File: src/rtl/pcie_us_cfg_resp.sv
// Simulation-side responder for the UltraScale PCIe cfg_mgmt port: ID, Device Capabilities and Device Control per function.
// Define PCIE_US_CFG_RESP_FLR_EN so a Device Control write with bit 15 set triggers a function-level reset.
module pcie_us_cfg_resp #(
  parameter int          PF_COUNT        = 1,
  parameter int          VF_COUNT        = 0,
  parameter int          VF_OFFSET       = 64,
  parameter int          F_COUNT         = PF_COUNT + VF_COUNT,
  parameter logic [11:0] PCIE_CAP_OFFSET = 12'h0C0,
  parameter logic [31:0] ID_DWORD        = 32'h1001_1234,
  parameter logic [31:0] DEV_CAP         = 32'h0000_8022,
  parameter logic [15:0] DEV_CTRL_RESET  = 16'h2810,
  parameter logic [15:0] DEV_CTRL_WMASK  = 16'h7FFF,
  parameter int          RESP_LATENCY    = 4
) (
  input  logic                   clk,
  input  logic                   rst,
  input  logic [9:0]             cfg_mgmt_addr,
  input  logic [7:0]             cfg_mgmt_function_number,
  input  logic                   cfg_mgmt_write,
  input  logic [31:0]            cfg_mgmt_write_data,
  input  logic [3:0]             cfg_mgmt_byte_enable,
  input  logic                   cfg_mgmt_read,
  output logic [31:0]            cfg_mgmt_read_data,
  output logic                   cfg_mgmt_read_write_done,
  output logic [F_COUNT*16-1:0]  dev_ctrl,
  output logic [F_COUNT-1:0]     flr_pulse
);
  localparam logic [11:0] CAP_BYTE  = PCIE_CAP_OFFSET + 12'd4;
  localparam logic [11:0] CTRL_BYTE = PCIE_CAP_OFFSET + 12'd8;
  localparam logic [9:0]  CAP_ADDR  = CAP_BYTE[11:2];
  localparam logic [9:0]  CTRL_ADDR = CTRL_BYTE[11:2];
  localparam logic [8:0]  PF_END    = 9'(PF_COUNT);
  localparam logic [8:0]  VF_LO     = 9'(VF_OFFSET);
  localparam logic [8:0]  VF_HI     = 9'(VF_OFFSET + VF_COUNT);
  // Bit 15 is never stored so it always reads back as 0.
  localparam logic [15:0] WMASK     = DEV_CTRL_WMASK & 16'h7FFF;
  localparam logic [15:0] RST_VAL   = DEV_CTRL_RESET & 16'h7FFF;

  typedef enum logic [1:0] {S_IDLE, S_BUSY, S_DONE, S_GAP} state_e;
  state_e state_q, state_d;

  logic [7:0]  cnt_q, cnt_d;
  logic [9:0]  addr_q;
  logic [7:0]  fn_q;
  logic [15:0] wdata_q;
  logic [1:0]  be_q;
  logic        wr_q;
  logic [31:0] rdata_q, rdata_d;
  logic [F_COUNT-1:0][15:0] dev_ctrl_q, dev_ctrl_d;
  logic [F_COUNT-1:0]       flr_q, flr_d;

  logic        req, enter_done, commit, flr_hit, fvalid;
  logic [5:0]  idx;
  logic [8:0]  fn9;
  logic [15:0] sel_dc, wmask;
  logic        unused_in;

  assign unused_in  = ^{cfg_mgmt_write_data[31:16], cfg_mgmt_byte_enable[3:2]};
  assign req        = cfg_mgmt_write | cfg_mgmt_read;
  assign enter_done = (state_q == S_BUSY) && (cnt_q == 8'd0);

  always_ff @(posedge clk) begin
    if (rst) state_q <= S_IDLE;
    else     state_q <= state_d;
  end

  always_comb begin
    state_d = state_q;
    case (state_q)
      S_IDLE:  if (req) state_d = S_BUSY;
      S_BUSY:  if (cnt_q == 8'd0) state_d = S_DONE;
      S_DONE:  state_d = S_GAP;
      default: state_d = S_IDLE;
    endcase
  end

  always_comb begin
    cfg_mgmt_read_write_done = (state_q == S_DONE);
  end

  always_comb begin
    cnt_d = cnt_q;
    if (state_q == S_IDLE && req)             cnt_d = 8'(RESP_LATENCY - 1);
    else if (state_q == S_BUSY && cnt_q != 0) cnt_d = cnt_q - 8'd1;
  end

  // Map the captured function number onto a dense storage index.
  always_comb begin
    fn9    = {1'b0, fn_q};
    idx    = 6'd0;
    fvalid = 1'b0;
    if (fn9 < PF_END) begin
      idx    = fn_q[5:0];
      fvalid = 1'b1;
    end else if (fn9 >= VF_LO && fn9 < VF_HI) begin
      idx    = 6'(fn9 - VF_LO + PF_END);
      fvalid = 1'b1;
    end
  end

  always_comb begin
    sel_dc = 16'h0;
    for (int i = 0; i < F_COUNT; i++)
      if (idx == 6'(i)) sel_dc = dev_ctrl_q[i];
    rdata_d = 32'h0;
    if (fvalid) begin
      if (addr_q == 10'd0)          rdata_d = ID_DWORD;
      else if (addr_q == CAP_ADDR)  rdata_d = DEV_CAP;
      else if (addr_q == CTRL_ADDR) rdata_d = {16'h0, sel_dc};
    end
  end

  assign wmask  = {{8{be_q[1]}}, {8{be_q[0]}}} & WMASK;
  assign commit = enter_done && wr_q && fvalid && (addr_q == CTRL_ADDR);
`ifdef PCIE_US_CFG_RESP_FLR_EN
  assign flr_hit = commit && wdata_q[15] && be_q[1];
`else
  assign flr_hit = 1'b0;
`endif

  always_comb begin
    dev_ctrl_d = dev_ctrl_q;
    flr_d      = '0;
    for (int i = 0; i < F_COUNT; i++) begin
      if (commit && idx == 6'(i)) begin
        dev_ctrl_d[i] = flr_hit ? RST_VAL : ((dev_ctrl_q[i] & ~wmask) | (wdata_q & wmask));
        flr_d[i]      = flr_hit;
      end
    end
  end

  always_ff @(posedge clk) begin
    if (rst) begin
      cnt_q      <= 8'd0;
      addr_q     <= 10'd0;
      fn_q       <= 8'd0;
      wdata_q    <= 16'h0;
      be_q       <= 2'b00;
      wr_q       <= 1'b0;
      rdata_q    <= 32'h0;
      dev_ctrl_q <= {F_COUNT{RST_VAL}};
      flr_q      <= '0;
    end else begin
      cnt_q <= cnt_d;
      if (state_q == S_IDLE && req) begin
        addr_q  <= cfg_mgmt_addr;
        fn_q    <= cfg_mgmt_function_number;
        wdata_q <= cfg_mgmt_write_data[15:0];
        be_q    <= cfg_mgmt_byte_enable[1:0];
        wr_q    <= cfg_mgmt_write;
      end
      if (enter_done && !wr_q) rdata_q <= rdata_d;
      dev_ctrl_q <= dev_ctrl_d;
      flr_q      <= flr_d;
    end
  end

  assign cfg_mgmt_read_data = rdata_q;
  assign dev_ctrl           = dev_ctrl_q;
  assign flr_pulse          = flr_q;
endmodule
File: config.mk
export PLATFORM = sky130hd
export DESIGN_NAME = pcie_us_cfg_resp
export DESIGN_NICKNAME = d
export VERILOG_FILES = /design/src/rtl/pcie_us_cfg_resp.sv
export SDC_FILE = /design/constraint.sdc
export NUM_CORES = 1
export LEC_CHECK = 0
export CORE_ASPECT_RATIO = 1.4
export CORE_MARGIN = 1.5
export CORE_UTILIZATION = 40
export CTS_CLUSTER_SIZE = 14
export DETAILED_ROUTE_END_ITERATION = 6
export GPL_ROUTABILITY_DRIVEN = 0
export GPL_TIMING_DRIVEN = 0
export MAX_ROUTING_LAYER = met4
export PLACE_DENSITY = 0.74
export RECOVER_POWER = 50
export SYNTH_ARGS = -nofsm -noshare
export SYNTH_HDL_FRONTEND = slang
export SYNTH_SLANG_ARGS = --single-unit
File: constraint.sdc
create_clock -name clk -period 2.8 [get_ports clk]
set_clock_uncertainty 0.15 [all_clocks]
set_input_delay 0.28 -clock clk [delete_from_list [all_inputs] [get_ports clk]]
set_output_delay 0.28 -clock clk [all_outputs]
set_load 0.05 [all_outputs]
==> impl_metrics.xml <==
<?xml version="1.0" encoding="UTF-8"?>
<metrics>
  <group name="floorplan">
    <metric name="floorplan.initialDensity" unit="%">41.56</metric>
    <metric name="core.rowCount" unit="">39</metric>
    <metric name="fp.dieArea" unit="um^2">9088</metric>
    <metric name="chipHeight" unit="um">112.2</metric>
    <metric name="io_pins" unit="">108</metric>
    <metric name="fp.dieW" unit="um">81</metric>
    <metric name="core" unit="um^2">8198</metric>
  </group>
  <group name="grt">
    <metric name="number_of_antenna_violations_at_the_first_check_in_global_routing" unit="">0</metric>
    <metric name="maximum_number_of_pins_on_one_net_before_global_route_repair" unit="">13</metric>
    <metric name="grt_usage" unit="%">21.03</metric>
    <metric name="grt_pass1_vias" unit="">3175</metric>
    <metric name="global_route.overflow_total" unit="">0</metric>
    <metric name="grt_pass1_wl" unit="um">14290</metric>
  </group>
  <group name="synth">
    <metric name="synthesis.area_per_instance" unit="um^2">8.054</metric>
    <metric name="netlist_area" unit="um^2">3407</metric>
    <metric name="yosys_warnings" unit="">0</metric>
    <metric name="ys_types" unit="">43</metric>
    <metric name="postSynth.asyncResetShare" unit="%">0</metric>
    <metric name="ys_seq_elements" unit="">78</metric>
    <metric name="seq_area_frac_synth" unit="%">45.83</metric>
    <metric name="ys.flop_type" unit="">sky130_fd_sc_hd__dfxtp_1</metric>
    <metric name="syn_inst" unit="">423</metric>
    <metric name="synth-edff-count" unit="">0</metric>
  </group>
  <group name="setup_path">
    <metric name="reg2reg_setup_slack" unit="ps">80</metric>
    <metric name="critPathKind" unit="">reg -&gt; reg</metric>
    <metric name="timing.critical_path.from_type" unit="">flop</metric>
    <metric name="rr_worst_depth" unit="">4</metric>
    <metric name="critical_path.max_stage_delay" unit="ps">1010</metric>
    <metric name="cp_cell_sequence" unit="">nor4_1, a21boi_1, or4_1, a21oi_1</metric>
    <metric name="slowest_stage" unit="">sky130_fd_sc_hd__nor4_1</metric>
    <metric name="timing.rr.start" unit="">cnt_q[2]</metric>
    <metric name="worst-path-max-fanout" unit="">7</metric>
    <metric name="critPathRequiredTime" unit="ps">2910</metric>
    <metric name="worstReg2RegEnd" unit="">state_q[0]</metric>
    <metric name="worst_path_dominant_cell_family" unit="">simple AND/OR/NAND/NOR gates</metric>
    <metric name="critical_path.endpoint_type" unit="">flop</metric>
    <metric name="critical_path_buf_inv_count" unit="">0</metric>
    <metric name="timing.critical_path.arrival" unit="ps">2830</metric>
  </group>
  <group name="clock_network">
    <metric name="cts_sinks" unit="">78</metric>
    <metric name="cts.htree.levels" unit="">3</metric>
    <metric name="cts_buffer_count" unit="">9</metric>
    <metric name="clock_latency" unit="ps">330</metric>
    <metric name="clockRootBuffer" unit="">sky130_fd_sc_hd__clkbuf_16</metric>
    <metric name="clk_path_buf_depth" unit="">2</metric>
    <metric name="clkSlewWorstSetupHoldPaths" unit="ps">60</metric>
    <metric name="tritoncts_clock_tree" unit="">done</metric>
    <metric name="cts_hold_repair.buffers" unit="">0</metric>
  </group>
  <group name="hold_path">
    <metric name="worstHoldStart" unit="">cfg_mgmt_read_data[11]</metric>
    <metric name="hold-path-cell-count" unit="">2</metric>
    <metric name="worst_hold_path.endpoint" unit="">cfg_mgmt_read_data[11]</metric>
    <metric name="min-delay-path-class" unit="">reg -&gt; reg</metric>
  </group>
  <group name="finish">
    <metric name="mostFrequentLayoutCells" unit="">sky130_fd_sc_hd__nand2_1, sky130_fd_sc_hd__dfxtp_1, sky130_fd_sc_hd__a21oi_1, sky130_fd_sc_hd__clkdlybuf4s50_1, sky130_fd_sc_hd__dlygate4sd3_1</metric>
    <metric name="nNetsFinal" unit="">586</metric>
    <metric name="num-fill-cells" unit="">751</metric>
    <metric name="multi_input_area" unit="um^2">1610</metric>
    <metric name="insertedDiodeCount" unit="">0</metric>
    <metric name="flow.area_growth_from_synthesis" unit="%">35.62</metric>
    <metric name="finalCoreUtilization" unit="%">56.36</metric>
    <metric name="ff_latch_area" unit="um^2">1562</metric>
    <metric name="mostFrequentLayoutCell" unit="">sky130_fd_sc_hd__nand2_1</metric>
    <metric name="drive_gt1_share" unit="%">7.224</metric>
  </group>
  <group name="timing">
    <metric name="worstMarginPinSlew" unit="ps">1190</metric>
    <metric name="fmax" unit="GHz">0.3675</metric>
    <metric name="maxSlewViolCount" unit="">0</metric>
    <metric name="finalSetupViolCount" unit="">0</metric>
    <metric name="slew_limit_headroom" unit="%">19.96</metric>
    <metric name="post-route-min-period" unit="ps">2721</metric>
    <metric name="final_hold_violation_count" unit="">0</metric>
    <metric name="final.period_utilization" unit="%">97.17</metric>
    <metric name="setup_repair_after_global_routing_missed_its_margin" unit="">no</metric>
    <metric name="finalSetupTns" unit="ps">0</metric>
  </group>
  <group name="detailed_routing">
    <metric name="detail_route.drc_violations" unit="">0</metric>
    <metric name="drt-wirelength-per-cell" unit="um">13.81</metric>
    <metric name="num_vias" unit="">3258</metric>
    <metric name="routed_wirelength" unit="um">8675</metric>
    <metric name="initialDrtViolationCount" unit="">184</metric>
    <metric name="drt_pass_1_iters" unit="">4</metric>
    <metric name="routed_via_density" unit="">5.188</metric>
    <metric name="drtAntennaViolNets" unit="">0</metric>
  </group>
  <group name="status">
    <metric name="status" unit="">completed</metric>
  </group>
  <group name="place">
    <metric name="numPortBuffers" unit="">72</metric>
    <metric name="detailed_place_hpwl" unit="um">6727</metric>
  </group>
  <group name="power">
    <metric name="vdd.ir_drop.worst" unit="uV">441.9</metric>
    <metric name="leakagePower" unit="nW">1.790</metric>
    <metric name="pwr_density_cell" unit="nW/um^2">820.9</metric>
  </group>
  <group name="run">
    <metric name="cap_violations" unit="">0</metric>
  </group>
</metrics>
[kinds of logic after synthesis]
kind of cell | after synthesis | share of synthesized area (%)
and+or+nand+nor | 168 | 23.50
AOI/OAI and AO/OA | 99 | 17.11
DFF | 78 | 45.83
buffers and inverters | 62 | 8.740
adders and majority gates | 7 | 2.571
xor gates and xnor gates | 6 | 1.542
muxes | 2 | 0.5876
other | 1 | 0.1101
[how the worst max path moves through the flow]
stage / slack [ps] / end / startpoint / cells past startpoint
after floorplan: 330 / cfg_mgmt_read_data[12] / addr_q[9] / 6
after global placement: 190 / cfg_mgmt_read_data[12] / addr_q[9] / 6
after detailed placement: 160 / cfg_mgmt_read_data[9] / addr_q[9] / 6
after CTS: 140 / cfg_mgmt_read_data[9] / addr_q[9] / 6
after global routing: 3 / cfg_mgmt_read_data[9] / addr_q[9] / 6
final: 80 / state_q[0] / cnt_q[2] / 4
[tightest hold or removal path: stages (launching register included)]
cell and delay [ps]:
sky130_fd_sc_hd__dfxtp_1 300, sky130_fd_sc_hd__nand2_1 50, sky130_fd_sc_hd__a21oi_1 50
[Yosys cell counts, types with 2 or more instances]
master	number	area [um^2]
sky130_fd_sc_hd__buf_4	17	127.6
sky130_fd_sc_hd__o211ai_1	6	45.04
sky130_fd_sc_hd__a31oi_1	4	25.02
sky130_fd_sc_hd__or4_1	5	37.54
sky130_fd_sc_hd__nor3b_1	2	15.01
sky130_fd_sc_hd__nand4_1	23	143.9
sky130_fd_sc_hd__nor3_1	4	20.02
sky130_fd_sc_hd__and3_1	2	12.51
sky130_fd_sc_hd__mux2i_1	2	20.02
sky130_fd_sc_hd__nor4_1	6	37.54
sky130_fd_sc_hd__nor2_1	15	56.30
sky130_fd_sc_hd__dfxtp_1	78	1562
sky130_fd_sc_hd__xor2_1	4	35.03
sky130_fd_sc_hd__xnor2_1	2	17.52
sky130_fd_sc_hd__ha_1	7	87.58
sky130_fd_sc_hd__o2111ai_1	3	26.28
sky130_fd_sc_hd__or2_2	2	12.51
sky130_fd_sc_hd__nand2_1	92	345.3
sky130_fd_sc_hd__a21oi_1	62	310.3
sky130_fd_sc_hd__inv_1	14	52.55
sky130_fd_sc_hd__o21ai_0	4	20.02
sky130_fd_sc_hd__buf_1	3	11.26
sky130_fd_sc_hd__clkbuf_1	27	101.4
sky130_fd_sc_hd__nand2b_1	2	12.51
sky130_fd_sc_hd__nand3_1	6	30.03
sky130_fd_sc_hd__or3b_2	2	17.52
sky130_fd_sc_hd__o31ai_1	13	97.59
[per-layer routing]
metal / track usage, % / share of wire [%] / up-vias
li1: - / - / 1644
met1: 21.70 / 39 / 1496
met2: 37.11 / 54 / 99
met3: 3.089 / 4.7 / 19
met4: 11.61 / 3.1 / 0
met5: - / 0 / -
[through the flow]
stage	cells	hold slack [ps]	cell area [um^2]	total power, mW	setup slack [ps]
3_3_place_gp	612	289.1	4312	2.576	185.8
3_5_place_dp	612	293.9	4312	2.622	159.0
4_1_cts	628	300.0	4614	3.795	142.7
2_1_floorplan	438	266.0	3463	2.279	333.1
6_report	628	295.2	4621	3.793	79.12
5_1_grt	628	309.6	4621	4.022	2.594
[power breakdown]
| group | switching, mW | total (mW) | internal (mW) |
|---|---|---|---|
| sequential | 0.118 | 1.39 | 1.28 |
| clock | 0.431 | 1.17 | 0.738 |
| combinational | 0.827 | 1.23 | 0.402 |
| total | 1.38 | 3.79 | 2.42 |
[layout make-up]
type | instances | area share [%]
tap | 102 | 2.762
timing repair buffer | 72 | 15.60
inverter | 14 | 1.137
sequential | 78 | 33.79
multi-input combinational | 298 | 34.85
clock buffer | 13 | 5.632
buffer | 48 | 5.307
clock inverter | 3 | 0.9207
[repair_timing]
item,CTS,global route
setup buffers,0,0
endpoints found under the hold margin,0,0
setup endpoints to repair,0,19
gates resized for setup,0,1
No activity file was read; power rests on OpenSTA's default activity.
